## src/rtl/mips_pipe_core.sv

```systemverilog
// mips_pipe_core: three-stage (F, X, W) toy MIPS-like pipeline.
// F latches the instruction at the PC, X reads/forwards registers, computes the ALU
// result and resolves jumps/branches, W writes the register file and retires.
`timescale 1ns/1ps
module mips_pipe_core #(
    parameter int unsigned  DATA_W  = 8,
    parameter int unsigned  REG_AW  = 3,
    parameter int unsigned  IMM_W   = 3,
    parameter int unsigned  ADDR_W  = 8,
    localparam int unsigned INSTR_W = 3 + 2 * REG_AW + IMM_W
) (
    input  logic               clk,
    input  logic               reset,
    output logic [ADDR_W-1:0]  instr_addr,
    input  logic [INSTR_W-1:0] instr_data,
    input  logic               instr_valid,
    output logic               wb_en,
    output logic [REG_AW-1:0]  wb_addr,
    output logic [DATA_W-1:0]  wb_data,
    output logic               halted,
    output logic [15:0]        retire_count
);

    localparam int unsigned NREGS = 2 ** REG_AW;
    // Width of the {rd,rs,imm} jump field and the {rs,imm} branch offset.
    localparam int unsigned JW    = 2 * REG_AW + IMM_W;
    localparam int unsigned OW    = REG_AW + IMM_W;

    typedef enum logic [2:0] {
        OpAdd  = 3'd0,
        OpAddi = 3'd1,
        OpJmp  = 3'd2,
        OpBeqz = 3'd3,
        OpSub  = 3'd4,
        OpNop  = 3'd5,
        OpHalt = 3'd6,
        OpRsvd = 3'd7
    } op_e;

    // Pipeline state
    logic [ADDR_W-1:0]  pc_q, pc_d;
    logic               fx_valid_q, fx_valid_d;
    logic [INSTR_W-1:0] fx_instr_q, fx_instr_d;
    logic [ADDR_W-1:0]  fx_pc_q, fx_pc_d;
    logic               xw_valid_q;
    logic               xw_we_q;
    logic [REG_AW-1:0]  xw_rd_q;
    logic [DATA_W-1:0]  xw_result_q;
    logic               halted_q;
    logic [15:0]        retire_q;
    logic [DATA_W-1:0]  regs_q [NREGS];

    // X-stage decode
    op_e               x_op;
    logic [REG_AW-1:0] x_rd, x_rs;
    logic [IMM_W-1:0]  x_imm;
    logic [DATA_W-1:0] x_imm_sx;
    logic [DATA_W-1:0] x_rd_val, x_rs_val;
    logic [DATA_W-1:0] x_result;
    logic              x_writes;
    logic              x_redirect;
    logic [ADDR_W-1:0] x_target;
    logic [ADDR_W-1:0] x_jmp_target;
    logic [ADDR_W-1:0] x_br_off;
    logic              x_halt;

    assign x_op  = op_e'(fx_instr_q[INSTR_W-1 -: 3]);
    assign x_rd  = fx_instr_q[IMM_W + REG_AW +: REG_AW];
    assign x_rs  = fx_instr_q[IMM_W +: REG_AW];
    assign x_imm = fx_instr_q[IMM_W-1:0];

    if (DATA_W > IMM_W) begin : g_imm_ext
        assign x_imm_sx = {{(DATA_W - IMM_W){x_imm[IMM_W-1]}}, x_imm};
    end else begin : g_imm_trunc
        assign x_imm_sx = x_imm[DATA_W-1:0];
    end

    if (ADDR_W > JW) begin : g_jmp_ext
        assign x_jmp_target = {{(ADDR_W - JW){1'b0}}, fx_instr_q[JW-1:0]};
    end else begin : g_jmp_trunc
        assign x_jmp_target = fx_instr_q[ADDR_W-1:0];
    end

    if (ADDR_W > OW) begin : g_off_ext
        assign x_br_off = {{(ADDR_W - OW){fx_instr_q[OW-1]}}, fx_instr_q[OW-1:0]};
    end else begin : g_off_trunc
        assign x_br_off = fx_instr_q[ADDR_W-1:0];
    end

    // W's result bypasses the register file when it targets a register X reads.
    assign x_rd_val = (xw_we_q && xw_rd_q == x_rd) ? xw_result_q : regs_q[x_rd];
    assign x_rs_val = (xw_we_q && xw_rd_q == x_rs) ? xw_result_q : regs_q[x_rs];

    assign x_halt = fx_valid_q && (x_op == OpHalt);

    // ALU, write-enable and redirect decode for the instruction in X
    always_comb begin
        x_result   = x_rd_val + x_rs_val;
        x_writes   = 1'b0;
        x_redirect = 1'b0;
        x_target   = x_jmp_target;
        case (x_op)
            OpAdd: begin
                x_writes = 1'b1;
            end
            OpAddi: begin
                x_result = x_rd_val + x_imm_sx;
                x_writes = 1'b1;
            end
            OpSub: begin
                x_result = x_rd_val - x_rs_val;
                x_writes = 1'b1;
            end
            OpJmp: begin
                x_redirect = fx_valid_q;
            end
            OpBeqz: begin
                x_redirect = fx_valid_q && (x_rd_val == '0);
                x_target   = fx_pc_q + x_br_off;
            end
            default: ;
        endcase
    end

    // Fetch next-state: halt freezes, redirect beats instr_valid, stall holds PC
    always_comb begin
        pc_d       = pc_q;
        fx_valid_d = 1'b0;
        fx_instr_d = fx_instr_q;
        fx_pc_d    = fx_pc_q;
        if (!(halted_q || x_halt)) begin
            if (x_redirect) begin
                pc_d = x_target;
            end else if (instr_valid) begin
                pc_d       = pc_q + ADDR_W'(1);
                fx_valid_d = 1'b1;
                fx_instr_d = instr_data;
                fx_pc_d    = pc_q;
            end
        end
    end

    // Pipeline registers, halt flag and retire counter
    always_ff @(posedge clk or negedge reset) begin
        if (!reset) begin
            pc_q        <= '0;
            fx_valid_q  <= 1'b0;
            fx_instr_q  <= '0;
            fx_pc_q     <= '0;
            xw_valid_q  <= 1'b0;
            xw_we_q     <= 1'b0;
            xw_rd_q     <= '0;
            xw_result_q <= '0;
            halted_q    <= 1'b0;
            retire_q    <= '0;
        end else begin
            pc_q        <= pc_d;
            fx_valid_q  <= fx_valid_d;
            fx_instr_q  <= fx_instr_d;
            fx_pc_q     <= fx_pc_d;
            xw_valid_q  <= fx_valid_q;
            xw_we_q     <= fx_valid_q && x_writes;
            xw_rd_q     <= x_rd;
            xw_result_q <= x_result;
            halted_q    <= halted_q || x_halt;
            if (xw_valid_q) begin
                retire_q <= retire_q + 16'd1;
            end
        end
    end

    // Register file write from W
    always_ff @(posedge clk or negedge reset) begin
        if (!reset) begin
            for (int i = 0; i < NREGS; i++) begin
                regs_q[i] <= '0;
            end
        end else if (xw_we_q) begin
            regs_q[xw_rd_q] <= xw_result_q;
        end
    end

    assign instr_addr   = pc_q;
    assign wb_en        = xw_we_q;
    assign wb_addr      = xw_rd_q;
    assign wb_data      = xw_result_q;
    assign halted       = halted_q;
    assign retire_count = retire_q;

endmodule

```

## config.mk

```make
export PLATFORM = sky130hd
export DESIGN_NAME = mips_pipe_core
export DESIGN_NICKNAME = d
export VERILOG_FILES = /design/src/rtl/mips_pipe_core.sv
export SDC_FILE = /design/constraint.sdc
export NUM_CORES = 1
export LEC_CHECK = 0
export BUFFER_PORTS_ARGS = -buffer_cell sky130_fd_sc_hd__buf_2
export CORE_MARGIN = 4
export CORE_UTILIZATION = 50
export DETAILED_ROUTE_END_ITERATION = 6
export PLACE_DENSITY = 0.68
export SLEW_MARGIN = 20
export SYNTH_ARGS = -nofsm -noshare
export SYNTH_HDL_FRONTEND = slang
export SYNTH_SLANG_ARGS = --single-unit
```

## constraint.sdc

```tcl
create_clock -name clk -period 3.95 [get_ports clk]
set_input_delay 0 -clock clk [delete_from_list [all_inputs] [get_ports clk]]
set_output_delay 0 -clock clk [all_outputs]
set_load 0.05 [all_outputs]
```

==> report_table.html, run 1 <==
<table>
<tr><th>Metric</th><th>Value</th></tr>
<tr><th colspan="2">Critical path</th></tr>
<tr><td>Setup crit start kind</td><td>register</td></tr>
<tr><td>Max FO, Critical Path</td><td>5</td></tr>
<tr><td>Reg2reg path depth</td><td>14</td></tr>
<tr><td>R2r startpoint</td><td>fx_instr_q[3]$_DFFE_PN0P_</td></tr>
<tr><td>R2R Path End</td><td>wb_data[7]$_DFF_PN0_</td></tr>
<tr><td>Critical setup path kind</td><td>reg -&gt; reg</td></tr>
<tr><td>Flop-to-flop setup slack</td><td>about 0.31 ns</td></tr>
<tr><td>Worst endpoint required time</td><td>4.24 ns</td></tr>
<tr><td>Kind of end point of the critical path</td><td>register</td></tr>
<tr><td>Crit path DAT</td><td>3.93 ns</td></tr>
<tr><th colspan="2">Die</th></tr>
<tr><td>Starting utilization of the core area</td><td>just over 50%</td></tr>
<tr><td>Width of the chip</td><td>128 um</td></tr>
<tr><td>Overall die height</td><td>128 um</td></tr>
<tr><td># IOs</td><td>52</td></tr>
<tr><td>Total core area</td><td>14000 um2</td></tr>
<tr><td>Cell row count</td><td>between 40 and 50</td></tr>
<tr><td>Die Area</td><td>between 15000 and 20000 um2</td></tr>
<tr><th colspan="2">STA</th></tr>
<tr><td>Final worst path period share</td><td>between 90% and 100%</td></tr>
<tr><td>Slew at the pin closest to its max-slew limit</td><td>0.936 ns</td></tr>
<tr><td>Tmin final</td><td>~3.6 ns</td></tr>
<tr><td>Post-route setup TNS</td><td>0 ns</td></tr>
<tr><td>Slew margin rel.</td><td>a little under two fifths</td></tr>
<tr><td>Setup skew after layout</td><td>approximately 0.0062 ns</td></tr>
<tr><td>Highest clock frequency the design can meet</td><td>around 270 MHz</td></tr>
<tr><td>Unrepaired setup endpoints after global routing</td><td>no</td></tr>
<tr><td>Final hold viol count</td><td>0</td></tr>
<tr><td>Number of max-slew violations in the final report</td><td>0</td></tr>
<tr><td>Final setup violation count</td><td>0</td></tr>
<tr><th colspan="2">Logic synthesis</th></tr>
<tr><td>Number of enable flip-flop cells after synthesis</td><td>0</td></tr>
<tr><td>Average footprint of a synthesized cell</td><td>approximately 12 um2</td></tr>
<tr><td>Gate Count Post-Synth</td><td>between 500 and 600</td></tr>
<tr><td>Sequential share of the synthesized area</td><td>between 40 and 50%</td></tr>
<tr><td>Mapped cell area</td><td>around 7200 um2</td></tr>
<tr><td>Synthesized net count</td><td>roughly 620</td></tr>
<tr><td>Fraction of synthesis flops using an asynchronous set or reset pin</td><td>100%</td></tr>
<tr><td>Number of unique standard cell types used by synthesis</td><td>63</td></tr>
<tr><td>Flip-flop and latch count after synthesis</td><td>approximately 120</td></tr>
<tr><td>Prevailing post-synth register cell</td><td>dfrtp_1</td></tr>
<tr><td>Yosys Warn Count</td><td>0</td></tr>
<tr><th colspan="2">Place</th></tr>
<tr><td>Weighted congestion at the end of routability-driven global placement</td><td>between 0.8 and 0.9</td></tr>
<tr><td>Post-detailed-placement half-perimeter wirelength</td><td>11.9 mm</td></tr>
<tr><td>Count of input and output buffers</td><td>between 50 and 60</td></tr>
<tr><th colspan="2">GRT</th></tr>
<tr><td>Global router's overall resource usage</td><td>between 20% and 30%</td></tr>
<tr><td>Pin count of the biggest net entering global routing</td><td>52</td></tr>
<tr><td>First-pass GRT wire length</td><td>~28 mm</td></tr>
<tr><td>Antenna violations before repair</td><td>0</td></tr>
<tr><td>Number of global-route vias before repair</td><td>5358</td></tr>
<tr><td>Remaining global-route overflow</td><td>0</td></tr>
<tr><th colspan="2">Detailed routing</th></tr>
<tr><td>Antenna Nets Post-Route</td><td>0</td></tr>
<tr><td>Drt wl/cell</td><td>around 20 um</td></tr>
<tr><td>Via count</td><td>a little over 5000</td></tr>
<tr><td>First-pass iteration count of the detailed router</td><td>7</td></tr>
<tr><td>DR iter-0 viols</td><td>270</td></tr>
<tr><td>Via-per-instance ratio</td><td>around 6.0</td></tr>
<tr><td>Total wire length</td><td>between 15 and 20 mm</td></tr>
<tr><td>Post-route DRC violation count</td><td>1</td></tr>
<tr><th colspan="2">Clock network</th></tr>
<tr><td>Clock transition time at the flip-flop clock pins of the worst setup and hold paths</td><td>around 0.06 ns</td></tr>
<tr><td>Largest buffer count on any clock path</td><td>2</td></tr>
<tr><td>CTS H-tree lvls</td><td>4</td></tr>
<tr><td>CTS sink count</td><td>~120</td></tr>
<tr><td>Clock Root Buffer</td><td>clkbuf_16</td></tr>
<tr><td>Post-CTS Repair Setup Buffers</td><td>0</td></tr>
<tr><td>Clock tree from TritonCTS</td><td>done</td></tr>
<tr><td>Cts bufs inserted</td><td>17</td></tr>
<tr><td>Clock latency reported for the late side of the worst-skew pair</td><td>around 0.43 ns</td></tr>
<tr><th colspan="2">Run</th></tr>
<tr><td>Max-capacitance violation count</td><td>0</td></tr>
<tr><th colspan="2">Layout</th></tr>
<tr><td>Layout net count</td><td>between 600 and 700</td></tr>
<tr><td>Number of filler instances in the final layout</td><td>roughly 1100</td></tr>
<tr><td>Sequential cell area in the final layout</td><td>between 3000 and 4000 um2</td></tr>
<tr><td>Diode insertion count for antenna repair</td><td>0</td></tr>
<tr><td>Post-synthesis to final-layout area growth</td><td>17.3%</td></tr>
<tr><td>Total area of multi-input combinational cells</td><td>3880 um2</td></tr>
<tr><td>Share of final-layout standard cells stronger than drive strength 1</td><td>27.5%</td></tr>
<tr><th colspan="2">Hold path</th></tr>
<tr><td>Endpoint with the worst hold slack</td><td>instr_addr[1]$_DFFE_PN0P_</td></tr>
<tr><td>Startpoint of the lowest-slack hold path</td><td>instr_valid</td></tr>
<tr><td>Worst hold stages</td><td>4</td></tr>
<tr><td>Tightest Hold Check Type</td><td>in -&gt; reg</td></tr>
<tr><th colspan="2">Outcome</th></tr>
<tr><td>Status</td><td>complete, but fails checks</td></tr>
<tr><td>Failing checks</td><td>design-rule violations</td></tr>
</table>
## metal layers
| layer | wire length, um | track usage, % | vias to the layer above | part of all wire [%] |
|---|---|---|---|---|
| li1 | - | - | 2302 | - |
| met1 | 7490 | 27.4 | 2611 | 44 |
| met2 | 8570 | 36.9 | 129 | 50 |
| met3 | 678 | 3.96 | 28 | 4.0 |
| met4 | 364 | 10.4 | 0 | 2.1 |
| met5 | 0 | 0 | - | 0 |
## kinds of logic after synthesis
family,after synthesis,synth area share (%)
mux,139,28.1
flops,123,42.9
compound gates,82,7.54
simple gates,131,9.41
buf+inv,51,3.30
xor+xnor,36,4.71
fa+ha+maj,22,4.05
## synth_stat cells (all sizes together), types with 9 or more instances
library cell	instances	share of area [%]
mux4	32	11
clkbuf	17	0.89
dfrtp	123	43
nand3	11	0.84
a21oi	20	1.4
xor2	9	1.1
buf	16	1.5
nand2	31	1.7
o21ai	18	1.3
nor3	14	0.98
inv	18	0.94
xnor2	26	3.3
mux2	90	14
mux2i	17	3.2
and3	9	0.79
nor2	30	1.6
ha	20	3.5
## worst max-delay path by stage
stage	start	end	slack [ns]	depth (start not counted)
floorplan	wb_addr[0]$_DFF_PN0_	wb_data[7]$_DFF_PN0_	0.52	15
global placement	fx_instr_q[3]$_DFFE_PN0P_	wb_data[7]$_DFF_PN0_	0.49	14
detailed placement	fx_instr_q[3]$_DFFE_PN0P_	wb_data[7]$_DFF_PN0_	0.36	14
CTS	fx_instr_q[3]$_DFFE_PN0P_	wb_data[7]$_DFF_PN0_	0.34	14
global route	fx_instr_q[3]$_DFFE_PN0P_	wb_data[7]$_DFF_PN0_	0.10	14
finish	fx_instr_q[3]$_DFFE_PN0P_	wb_data[7]$_DFF_PN0_	0.31	14
## area by class of cell
class,count,share of cell area (%)
multi-input cells,410,46.2
flip-flops and latches,123,36.6
repair buffers,80,6.34
clock inverters,11,1.99
well taps,180,2.68
clock buffers,20,5.43
inverters,18,0.803
## stage by stage
step                      hold slack (ns)  util, %  instances  cell area [um2]  worst slack [ns]
after floorplan                    -0.296        -        584             7170             0.515
after global placement             0.0516     54.7        798             7650             0.491
after detailed placement           0.0731     54.7        798             7650             0.358
after CTS                          0.0482     60.1        842             8410             0.342
after global routing               0.0855     60.1        842             8410             0.102
final                              0.0492     60.1        842             8410             0.308
## worst max-delay path: stages, from the launching register on
cell	delay, ns
dfrtp_1	0.50
mux4_1	0.60
mux2_2	0.31
mux2i_4	0.19
ha_1	0.24
xnor2_1	0.09
a311oi_1	0.25
a21oi_1	0.08
ha_1	0.33
o21ai_1	0.13
a21boi_1	0.11
o21ai_1	0.13
nand2b_1	0.10
a31oi_1	0.19
xor3_1	0.25
## cell usage in the layout, fill, tap and decap left out, types with 15 or more instances in the layout
cell | Yosys | final
mux2_2 | 49 | 49
ha_1 | 20 | 20
clkbuf_16 | 0 | 17
nand2_1 | 30 | 30
buf_2 | 11 | 50
buf_4 | 2 | 15
mux4_2 | 21 | 21
a21oi_1 | 20 | 20
inv_1 | 18 | 18
mux2_1 | 40 | 40
dfrtp_1 | 123 | 123
nor2_1 | 30 | 29
xnor2_1 | 25 | 25
## flip-flops by register name (all words and copies together), names as in the netlist
| signal | cells |
|---|---|
| fx_pc_q | 8 |
| wb_en | 1 |
| regs_q | 64 |
| wb_addr | 3 |
| halted | 1 |
| fx_instr_q | 12 |
| wb_data | 8 |
| instr_addr | 8 |
| retire_count | 16 |
| xw_valid_q | 1 |
| fx_valid_q | 1 |
## repair_timing
item | CTS | global route
endpoints found under the hold margin | 61 | 0
hold buffers | 13 | 0
gates resized for setup | 0 | 0
Power of run 1 is not shown: default switching activity piles up to over one toggle a cycle in this logic, so the estimate is an artifact.
==> run 2: changes to the inputs <==
--- a/config.mk
+++ b/config.mk
@@ -7,9 +7,9 @@
 export LEC_CHECK = 0
 export BUFFER_PORTS_ARGS = -buffer_cell sky130_fd_sc_hd__buf_2
 export CORE_MARGIN = 4
-export CORE_UTILIZATION = 50
+export CORE_UTILIZATION = 55
 export DETAILED_ROUTE_END_ITERATION = 6
-export PLACE_DENSITY = 0.68
+export PLACE_DENSITY = 0.74
 export SLEW_MARGIN = 20
 export SYNTH_ARGS = -nofsm -noshare
 export SYNTH_HDL_FRONTEND = slang
==> report_table.html, run 2 (same netlist as run 1, synthesis figures left out) <==
<table>
<tr><th>Metric</th><th>Value</th></tr>
<tr><th colspan="2">Clock network</th></tr>
<tr><td>Clock tree from TritonCTS</td><td>done</td></tr>
<tr><td>Clock transition time at the flip-flop clock pins of the worst setup and hold paths</td><td>around 0.05 ns</td></tr>
<tr><td>Largest buffer count on any clock path</td><td>2</td></tr>
<tr><td>CTS sink count</td><td>about 120</td></tr>
<tr><td>Clock latency reported for the late side of the worst-skew pair</td><td>around 0.42 ns</td></tr>
<tr><td>CTS H-tree lvls</td><td>4</td></tr>
<tr><td>Clock Root Buffer</td><td>clkbuf_16</td></tr>
<tr><td>Cts bufs inserted</td><td>17</td></tr>
<tr><td>Number of instances resized during post-cts repair</td><td>0</td></tr>
<tr><th colspan="2">Layout</th></tr>
<tr><td>Layout net count</td><td>687</td></tr>
<tr><td>Commonest cells after routing, fill and taps aside</td><td>123 x dfrtp_1, 50 x buf_2, 49 x mux2_2</td></tr>
<tr><td>Post-synthesis to final-layout area growth</td><td>17.1%</td></tr>
<tr><td>Register ranked first by flip-flop count</td><td>regs_q</td></tr>
<tr><td>Most frequent standard cell in the layout excluding fill and tap cells</td><td>dfrtp_1</td></tr>
<tr><td>Number of filler instances in the final layout</td><td>940</td></tr>
<tr><td>Diode insertion count for antenna repair</td><td>0</td></tr>
<tr><td>Largest register FFs</td><td>64</td></tr>
<tr><td>Share of final-layout standard cells stronger than drive strength 1</td><td>a little over a quarter</td></tr>
<tr><td>Utilization after layout</td><td>about 66%</td></tr>
<tr><th colspan="2">STA</th></tr>
<tr><td>Final hold viol count</td><td>0</td></tr>
<tr><td>Setup skew after layout</td><td>around 0.0092 ns</td></tr>
<tr><td>Slew at the pin closest to its max-slew limit</td><td>between 0.9 and 1 ns</td></tr>
<tr><td>Tmin final</td><td>roughly 3.7 ns</td></tr>
<tr><td>Final worst path period share</td><td>between 90% and 100%</td></tr>
<tr><td>Unrepaired setup endpoints after global routing</td><td>no</td></tr>
<tr><td>Post-route worst hold slack</td><td>roughly 0.010 ns</td></tr>
<tr><td>Highest clock frequency the design can meet</td><td>271 MHz</td></tr>
<tr><td>Setup slack of the critical path after layout</td><td>around 0.25 ns</td></tr>
<tr><td>Post-route setup TNS</td><td>0 ns</td></tr>
<tr><td>Slew margin rel.</td><td>35.9%</td></tr>
<tr><td>Final setup violation count</td><td>0</td></tr>
<tr><td>Number of max-slew violations in the final report</td><td>0</td></tr>
<tr><th colspan="2">Detailed routing</th></tr>
<tr><td>Total wire length</td><td>17.2 mm</td></tr>
<tr><td>First-pass iteration count of the detailed router</td><td>5</td></tr>
<tr><td>Via-per-instance ratio</td><td>roughly 6</td></tr>
<tr><td>Post-route DRC violation count</td><td>0</td></tr>
<tr><td>Drt wl/cell</td><td>between 20 and 25 um</td></tr>
<tr><td>DR iter-0 viols</td><td>roughly 430</td></tr>
<tr><td>Antenna Nets Post-Route</td><td>0</td></tr>
<tr><td>Via count</td><td>roughly 5000</td></tr>
<tr><th colspan="2">GRT</th></tr>
<tr><td>Global router's overall resource usage</td><td>between 20% and 30%</td></tr>
<tr><td>Pin count of the biggest net entering global routing</td><td>81</td></tr>
<tr><td>Antenna violations before repair</td><td>0</td></tr>
<tr><td>First-pass GRT wire length</td><td>roughly 28 mm</td></tr>
<tr><td>Number of global-route vias before repair</td><td>5311</td></tr>
<tr><td>Remaining global-route overflow</td><td>0</td></tr>
<tr><th colspan="2">Hold path</th></tr>
<tr><td>Tightest Hold Check Type</td><td>in -&gt; reg</td></tr>
<tr><th colspan="2">Die</th></tr>
<tr><td>Die Area</td><td>between 10000 and 15000 um2</td></tr>
<tr><td>Total core area</td><td>around 13000 um2</td></tr>
<tr><td>Overall die height</td><td>between 100 and 150 um</td></tr>
<tr><td>Starting utilization of the core area</td><td>about 57%</td></tr>
<tr><td>Width of the chip</td><td>between 100 and 150 um</td></tr>
<tr><td>Cell row count</td><td>41</td></tr>
<tr><td># IOs</td><td>52</td></tr>
<tr><th colspan="2">Critical path</th></tr>
<tr><td>Critical setup path kind</td><td>reg -&gt; reg</td></tr>
<tr><td>Peak per-stage delay on the critical path</td><td>roughly 0.54 ns</td></tr>
<tr><td>Slowest stage cell, crit path</td><td>mux4_2</td></tr>
<tr><td>Max FO, Critical Path</td><td>16</td></tr>
<tr><td>Critical path buffer and inverter count</td><td>1</td></tr>
<tr><td>Cells traversed along the worst timing path</td><td>buf_4 &gt; mux4_2 &gt; mux2_2 &gt; mux2i_4 &gt; xnor2_1 &gt; a311oi_1 &gt; a21oi_1 &gt; ha_1 &gt; o21ai_1 &gt; a21boi_1 &gt; o21ai_1 &gt; nand2b_1 &gt; a31oi_1 &gt; xor3_1</td></tr>
<tr><td>Crit path DAT</td><td>between 3 and 4 ns</td></tr>
<tr><td>Largest delay contributor family on the critical path</td><td>multiplexers</td></tr>
<tr><td>Setup crit start kind</td><td>register</td></tr>
<tr><td>Kind of end point of the critical path</td><td>register</td></tr>
<tr><td>Top cell by count, worst path</td><td>o21ai_1</td></tr>
<tr><td>Worst endpoint required time</td><td>4.24 ns</td></tr>
<tr><th colspan="2">Place</th></tr>
<tr><td>Count of input and output buffers</td><td>51</td></tr>
<tr><td>Weighted congestion at the end of routability-driven global placement</td><td>approximately 0.9</td></tr>
<tr><td>Post-detailed-placement half-perimeter wirelength</td><td>approximately 12 mm</td></tr>
<tr><td>Post-placement setup slack</td><td>approximately 0.29 ns</td></tr>
<tr><th colspan="2">Outcome</th></tr>
<tr><td>Status</td><td>finished, final reports clean</td></tr>
<tr><th colspan="2">Run</th></tr>
<tr><td>Max-capacitance violation count</td><td>0</td></tr>
</table>
-- run 2: final cells by class --
cell class              instances  area [um2]  share of cell area, %
clock buffers                  26         529                   6.30
repair buffers                 80         531                   6.32
multi-input cells             410        3870                   46.1
flip-flops and latches        123        3080                   36.7
clock inverters                 6         105                   1.25
well taps                     172         215                   2.56
inverters                      18        67.6                  0.805
-- run 2: what timing repair did --
| action | in CTS | in global routing |
|---|---|---|
| hold buffers | 14 | 0 |
| hold endpoints to repair | 135 | 0 |
| endpoints found under the setup margin | 0 | 0 |
| setup buffers | 0 | 0 |
-- run 2: worst paths after layout --
| path | start | depth (start not counted) | slack (ns) | end |
|---|---|---|---|---|
| min in group asynchronous | reset | 3 | 0.12 | regs_q[1]$_DFFE_PN0P_ |
| max in group asynchronous | reset | 3 | 3.24 | retire_count[4]$_DFFE_PN0P_ |
| hold / removal | instr_valid | 4 | 0.01 | instr_addr[1]$_DFFE_PN0P_ |
| setup reg to reg | fx_instr_q[3]$_DFFE_PN0P_ | 14 | 0.25 | wb_data[7]$_DFF_PN0_ |
| setup / recovery | fx_instr_q[3]$_DFFE_PN0P_ | 14 | 0.25 | wb_data[7]$_DFF_PN0_ |
| hold reg to reg | retire_count[15]$_DFFE_PN0P_ | 1 | 0.47 | retire_count[15]$_DFFE_PN0P_ |
-- run 2: worst reg2reg max path: cells and delay by family (launching register included) --
family                     cells  cell delay (ns)
and+or+nand+nor                1             0.10
xor gates and xnor gates       2             0.34
DFF                            1             0.46
adders and majority gates      1             0.33
muxes                          3             1.08
buffers and inverters          1             0.36
AOI/OAI and AO/OA              6             0.90
-- run 2: metrics by stage --
stage	area [um2]	std cells
after global placement	7600	788
after CTS	8370	834
after detailed placement	7600	788
after global routing	8400	835
after floorplan	7170	584
final	8400	835
-- run 2: metal layers --
layer	part of all wire (%)	track usage (%)
met1	42	33.3
met2	49	40.4
met3	5.8	5.94
met4	2.4	9.59
met5	0	0
Power of run 2 is left out for the same reason.
